## src/rtl/bitwise_logic_unit.sv

```systemverilog
// Pipelined bitwise logic unit: one of 8 bitwise ops per beat, optional burst fold of B operands,
// single registered output stage with zero/all-ones/parity flags and a saturating beat count.

module bitwise_logic_lane (
  input  logic [2:0] op,
  input  logic       a,
  input  logic       b,
  output logic       y
);
  always_comb begin
    case (op)
      3'd0:    y = a & b;
      3'd1:    y = a | b;
      3'd2:    y = a ^ b;
      3'd3:    y = ~(a & b);
      3'd4:    y = ~(a | b);
      3'd5:    y = ~(a ^ b);
      3'd6:    y = a & ~b;
      default: y = a;
    endcase
  end
endmodule

module bitwise_logic_unit #(
  parameter int WIDTH = 8,
  parameter int CNT_W = 4
) (
  input  logic             clk,
  input  logic             rst_n,
  input  logic             in_valid,
  output logic             in_ready,
  input  logic [WIDTH-1:0] in_a,
  input  logic [WIDTH-1:0] in_b,
  input  logic [2:0]       in_op,
  input  logic             in_mode,
  input  logic             in_last,
  output logic             out_valid,
  input  logic             out_ready,
  output logic [WIDTH-1:0] out_data,
  output logic             out_zero,
  output logic             out_ones,
  output logic             out_parity,
  output logic [CNT_W-1:0] out_count,
  output logic             busy
);
  localparam logic [0:0] S_IDLE  = 1'b0;
  localparam logic [0:0] S_ACCUM = 1'b1;

  logic [0:0]       state;
  logic [2:0]       op_q;
  logic [WIDTH-1:0] acc;
  logic [CNT_W-1:0] cnt;

  logic             accept, finish_beat, in_idle;
  logic [2:0]       op_sel;
  logic [WIDTH-1:0] opnd_a, res;
  logic [CNT_W-1:0] cnt_next;

  assign in_idle  = (state == S_IDLE);
  assign in_ready = !out_valid || out_ready;
  assign accept   = in_valid && in_ready;
  assign busy     = (state == S_ACCUM);

  // Inside a burst the running accumulator stands in for A, so PASS_A keeps the first-beat A.
  assign op_sel = in_idle ? in_op : op_q;
  assign opnd_a = in_idle ? in_a  : acc;

  // mode=1 with last=1 in IDLE is a one-beat burst, i.e. a single
  assign finish_beat = in_idle ? (!in_mode || in_last) : in_last;
  assign cnt_next    = in_idle ? CNT_W'(1)
                     : ((cnt == {CNT_W{1'b1}}) ? cnt : cnt + CNT_W'(1));

  for (genvar i = 0; i < WIDTH; i++) begin : g_lane
    bitwise_logic_lane u_lane (
      .op (op_sel),
      .a  (opnd_a[i]),
      .b  (in_b[i]),
      .y  (res[i])
    );
  end

  always_ff @(posedge clk or negedge rst_n) begin
    if (!rst_n) begin
      state      <= S_IDLE;
      op_q       <= '0;
      acc        <= '0;
      cnt        <= '0;
      out_valid  <= 1'b0;
      out_data   <= '0;
      out_zero   <= 1'b0;
      out_ones   <= 1'b0;
      out_parity <= 1'b0;
      out_count  <= '0;
    end else begin
      if (out_ready) out_valid <= 1'b0;
      if (accept) begin
        if (finish_beat) begin
          out_valid  <= 1'b1;
          out_data   <= res;
          out_zero   <= (res == '0);
          out_ones   <= &res;
          out_parity <= ^res;
          out_count  <= cnt_next;
          state      <= S_IDLE;
        end else begin
          acc   <= res;
          cnt   <= cnt_next;
          state <= S_ACCUM;
          if (in_idle) op_q <= in_op;
        end
      end
    end
  end
endmodule

```

## config.mk

```make
export PLATFORM = sky130hd
export DESIGN_NAME = bitwise_logic_unit
export DESIGN_NICKNAME = d
export VERILOG_FILES = /design/src/rtl/bitwise_logic_unit.sv
export SDC_FILE = /design/constraint.sdc
export NUM_CORES = 1
export LEC_CHECK = 0
export ABC_AREA = 1
export BUFFER_PORTS_ARGS = -buffer_cell sky130_fd_sc_hd__buf_2
export CAP_MARGIN = 20
export CORE_MARGIN = 4
export CORE_UTILIZATION = 40
export DETAILED_ROUTE_END_ITERATION = 7
export SLEW_MARGIN = 5
export SYNTH_ARGS = -nofsm -noshare
export SYNTH_HDL_FRONTEND = slang
export SYNTH_SLANG_ARGS = --single-unit
export TNS_END_PERCENT = 100
```

## constraint.sdc

```tcl
create_clock -name clk -period 2.8 [get_ports clk]
set_input_delay 0 -clock clk [delete_from_list [all_inputs] [get_ports clk]]
set_output_delay 0 -clock clk [all_outputs]
set_load 0.02 [all_outputs]
```

==> impl_metrics.sql <==
INSERT INTO impl_metrics (metric_group, metric, value, unit) VALUES
('timing', 'setup_viol', '0', ''),
('routing', 'wl_per_cell', '13.1', 'µm'),
('hold_path', 'timing.hold.worst.class', 'primary input to register', ''),
('placed_design', 'gp_congestion', '0.883', ''),
('critical_path', 'path_cells', 'buf_4, o21ai_1, inv_1, ha_1, inv_1, nand4_1, nand2_1, nor2_1, nand2_2, nand2_2, ha_1, xnor2_1, xnor2_1, o21ai_0', ''),
('critical_path', 'critical_path.slowest_cell', 'sky130_fd_sc_hd__dfrtp_2', ''),
('placed_design', 'placedCellCount', '535', ''),
('cells_and_area', 'antenna_cells', '0', ''),
('power_and_ir_drop', 'power_density', '719', 'nW/µm²'),
('cells_and_area', 'layout_commonest_cell', 'sky130_fd_sc_hd__nand2_1', ''),
('timing', 'slew_headroom', '0.525', ''),
('critical_path', 'worst-path-buf-inv', '3', ''),
('global_route', 'grt_antenna_before_repair', '0', ''),
('clock_tree', 'root_buffer', 'sky130_fd_sc_hd__clkbuf_8', ''),
('placed_design', 'dpl_cell_area', '3130', 'µm²'),
('floorplanning', 'io-pin-count', '43', ''),
('floorplanning', 'coreArea', '6910', 'µm²'),
('global_route', 'global_route.usage.total', '0.173', ''),
('timing', 'fin_setup_tns', '0', 'ns'),
('synthesis', 'synthesized_cell_area', '2890', 'µm²'),
('clock_tree', 'cts.sink_count', '32', ''),
('global_route', 'global_route.overflow_total', '0', ''),
('placed_design', 'place.port_buffers', '42', ''),
('run', 'drv.max_cap_violation_count', '0', ''),
('critical_path', 'crit_type', 'register to register', ''),
('synthesis', 'syn_nets', '469', ''),
('cells_and_area', 'post-route-cell-area', '3250', 'µm²'),
('timing', 'final_hold_viol_count', '0', ''),
('critical_path', 'worstSetupEndpointType', 'register', ''),
('timing', 'finalCritPeriodShare', '0.941', ''),
('timing', 'fin_crit', '2.64', 'ns'),
('run_status', 'run_status', 'completed', ''),
('floorplanning', 'rows', '30', ''),
('placed_design', 'hpwlAfterDp', '5350', 'µm'),
('critical_path', 'worstSetupStartpointType', 'register', ''),
('routing', 'drt_pre_antenna_iters', '4', ''),
('cells_and_area', 'finish.net_count', '505', ''),
('clock_tree', 'numCtsBuffers', '5', ''),
('timing', 'maxClockFrequency', '379', 'MHz'),
('power_and_ir_drop', 'power.leakage', '1.88', 'nW'),
('routing', 'drc', '0', ''),
('synthesis', 'ys_seq_area_frac', '0.277', ''),
('clock_tree', 'clock_latency', '0.28', 'ns'),
('critical_path', 'critical-path-top-delay-family', 'adder cells', ''),
('clock_tree', 'clk_transition_reported_paths', '0.07', 'ns'),
('routing', 'drt_iter0_drc', '125', ''),
('clock_tree', 'clock_tree.htree_level_count', '2', ''),
('cells_and_area', 'mostFrequentLayoutCells', 'sky130_fd_sc_hd__nand2_1 (111), sky130_fd_sc_hd__inv_1 (50), sky130_fd_sc_hd__nand4_1 (42), sky130_fd_sc_hd__buf_2 (42), sky130_fd_sc_hd__nand3_1 (34)', ''),
('critical_path', 'arrival', '2.77', 'ns'),
('global_route', 'pin_count_of_the_biggest_net_entering_global_routing', '34', ''),
('timing', 'rsz0062_at_grt', 'no', ''),
('cells_and_area', 'layout.cells.non_filler', '544', ''),
('power_and_ir_drop', 'ir_drop', '411', 'µV'),
('critical_path', 'worst-path-max-fanout', '13', ''),
('global_route', 'via_count_of_the_first_global_routing_pass', '2534', ''),
('synthesis', 'average_footprint_of_a_synthesized_cell', '7.04', 'µm²'),
('timing', 'slew_viol_final', '0', ''),
('cells_and_area', 'fraction_of_final_layout_cells_with_drive_strength_greater_than_1', '0.194', ''),
('floorplanning', 'die_width', '93.0', 'µm'),
('global_route', 'wire_length_of_the_first_global_routing_pass', '12100', 'µm'),
('critical_path', 'worst-endpoint-required', '2.94', 'ns'),
('synthesis', 'synth_cells', '411', ''),
('timing', 'final.setup_skew', '0.00542', 'ns'),
('power_and_ir_drop', 'power', '2.34', 'mW'),
('floorplanning', 'fp.dieH', '93.0', 'µm'),
('floorplanning', 'fp.dieArea', '8660', 'µm²'),
('floorplanning', 'floorplan.initialDensity', '0.419', ''),
('critical_path', 'slowest_delay', '0.46', 'ns'),
('synthesis', 'distinct_cell_type_count_of_the_synthesized_netlist', '26', ''),
('clock_tree', 'cts_tree', 'done', ''),
('timing', 'tightest_slew', '0.712', 'ns'),
('clock_tree', 'post-cts-setup-buffers', '0', ''),
('routing', 'drtAntennaViolNets', '0', ''),
('routing', 'drt-vias-per-instance', '5.01', ''),
('clock_tree', 'clock_path_buffers', '2', ''),
('synthesis', 'yosys_warnings', '0', ''),
('routing', 'vias', '2725', ''),
('synthesis', 'synth_seq_cells', '32', ''),
('cells_and_area', 'area.growth.synth_to_final', '12.5', '%'),
('routing', 'detail_route.wirelength', '7150', 'µm');
## cell type report
class                           count  area (µm²)
Clock inverter                      2        35.0
Sequential cell                    32         802
Multi-Input combinational cell    298        1720
Tap cell                           96         120
Timing Repair Buffer               49         265
Inverter                           61         236
Fill cell                         725        3650
Clock buffer                        6        72.6
## where the power goes
group | switching [mW] | internal, mW | leakage (nW)
clock | 0.171 | 0.264 | 0.0552
combinational | 0.781 | 0.429 | 1.42
sequential | 0.0876 | 0.607 | 0.412
total | 1.04 | 1.30 | 1.88
## worst reg2reg max path, stage by stage (launching register included)
cell                      delay [ns]
sky130_fd_sc_hd__dfrtp_2        0.46
sky130_fd_sc_hd__buf_4          0.21
sky130_fd_sc_hd__o21ai_1        0.32
sky130_fd_sc_hd__inv_1          0.12
sky130_fd_sc_hd__ha_1           0.21
sky130_fd_sc_hd__inv_1          0.05
sky130_fd_sc_hd__nand4_1        0.10
sky130_fd_sc_hd__nand2_1        0.09
sky130_fd_sc_hd__nor2_1         0.05
sky130_fd_sc_hd__nand2_2        0.09
sky130_fd_sc_hd__nand2_2        0.08
sky130_fd_sc_hd__ha_1           0.30
sky130_fd_sc_hd__xnor2_1        0.21
sky130_fd_sc_hd__xnor2_1        0.13
sky130_fd_sc_hd__o21ai_0        0.08
## cell usage after synthesis
| master | number | area [µm²] |
|---|---|---|
| sky130_fd_sc_hd__nand3_4 | 1 | 17.5 |
| sky130_fd_sc_hd__o21ai_1 | 7 | 35.0 |
| sky130_fd_sc_hd__clkbuf_1 | 5 | 18.8 |
| sky130_fd_sc_hd__xnor2_1 | 3 | 26.3 |
| sky130_fd_sc_hd__nor2_1 | 21 | 78.8 |
| sky130_fd_sc_hd__dfrtp_1 | 32 | 801 |
| sky130_fd_sc_hd__or2_1 | 7 | 43.8 |
| sky130_fd_sc_hd__ha_1 | 33 | 413 |
| sky130_fd_sc_hd__or2_2 | 1 | 6.26 |
| sky130_fd_sc_hd__inv_1 | 50 | 188 |
| sky130_fd_sc_hd__nand2_2 | 14 | 87.6 |
| sky130_fd_sc_hd__nand3_1 | 34 | 170 |
| sky130_fd_sc_hd__nor2_8 | 1 | 20.0 |
| sky130_fd_sc_hd__buf_4 | 4 | 30.0 |
| sky130_fd_sc_hd__o21ai_0 | 16 | 80.1 |
| sky130_fd_sc_hd__clkinv_1 | 1 | 3.75 |
| sky130_fd_sc_hd__buf_2 | 6 | 30.0 |
| sky130_fd_sc_hd__nand2_4 | 4 | 45.0 |
| sky130_fd_sc_hd__nand2_1 | 111 | 417 |
| sky130_fd_sc_hd__xor2_1 | 1 | 8.76 |
| sky130_fd_sc_hd__nand4_1 | 42 | 263 |
| sky130_fd_sc_hd__inv_6 | 1 | 8.76 |
| sky130_fd_sc_hd__a31oi_1 | 1 | 6.26 |
| sky130_fd_sc_hd__a21oi_1 | 1 | 5.00 |
| sky130_fd_sc_hd__inv_2 | 9 | 33.8 |
| sky130_fd_sc_hd__buf_6 | 5 | 56.3 |
## metrics by stage
step | utilization | setup WS (ns) | hold WS [ns]
2_1_floorplan | - | 0.227 | -0.296
3_3_place_gp | 0.454 | 0.135 | 0.0986
3_5_place_dp | 0.454 | 0.0682 | 0.100
4_1_cts | 0.471 | 0.0555 | 0.00250
5_1_grt | 0.471 | 0.00446 | 0.0205
6_report | 0.471 | 0.164 | 0.00587
## path summary, 6_finish.rpt
kind                                   from           to  slack, ns  depth (start not counted)
worst max-delay path                   busy   out_parity       0.16                         14
worst min-delay path              out_ready    out_valid      0.006                          4
worst max register to register         busy   out_parity       0.16                         14
worst min register to register  out_data[4]  out_data[4]       0.48                          2
max in group asynchronous             rst_n         busy       2.00                          2
min in group asynchronous             rst_n      op_q[1]       0.31                          2
## registers in the layout, indices dropped and copies added, names as in the netlist
signal      count
out_ones        1
out_zero        1
op_q            3
busy            1
out_data        8
out_count       4
out_parity      1
cnt             4
acc             8
out_valid       1
## timing repair
item / CTS / global route
endpoints found under the hold margin: 32 / 0
hold buffers: 1 / 0
endpoints found under the setup margin: 0 / 1
gates resized for setup: 0 / 4
## per-layer routing
| metal | wire, µm | part of all wire | track usage | vias to the layer above |
|---|---|---|---|---|
| li1 | - | - | - | 1390 |
| met5 | 0 | 0 | 0 | - |
| met1 | 3260 | 0.46 | 0.236 | 1261 |
| met3 | 403 | 0.056 | 0.0378 | 8 |
| met2 | 3390 | 0.47 | 0.279 | 66 |
| met4 | 94 | 0.013 | 0.0391 | 0 |
## cells by family after synthesis
kind of cell,synth area share
AO/OA/AOI/OAI,0.0437
XOR/XNOR,0.0121
adder cells (fa/ha/maj),0.143
buffers and inverters,0.128
flip-flops,0.277
AND/OR/NAND/NOR,0.397
Power figures use the tool's default switching activity.
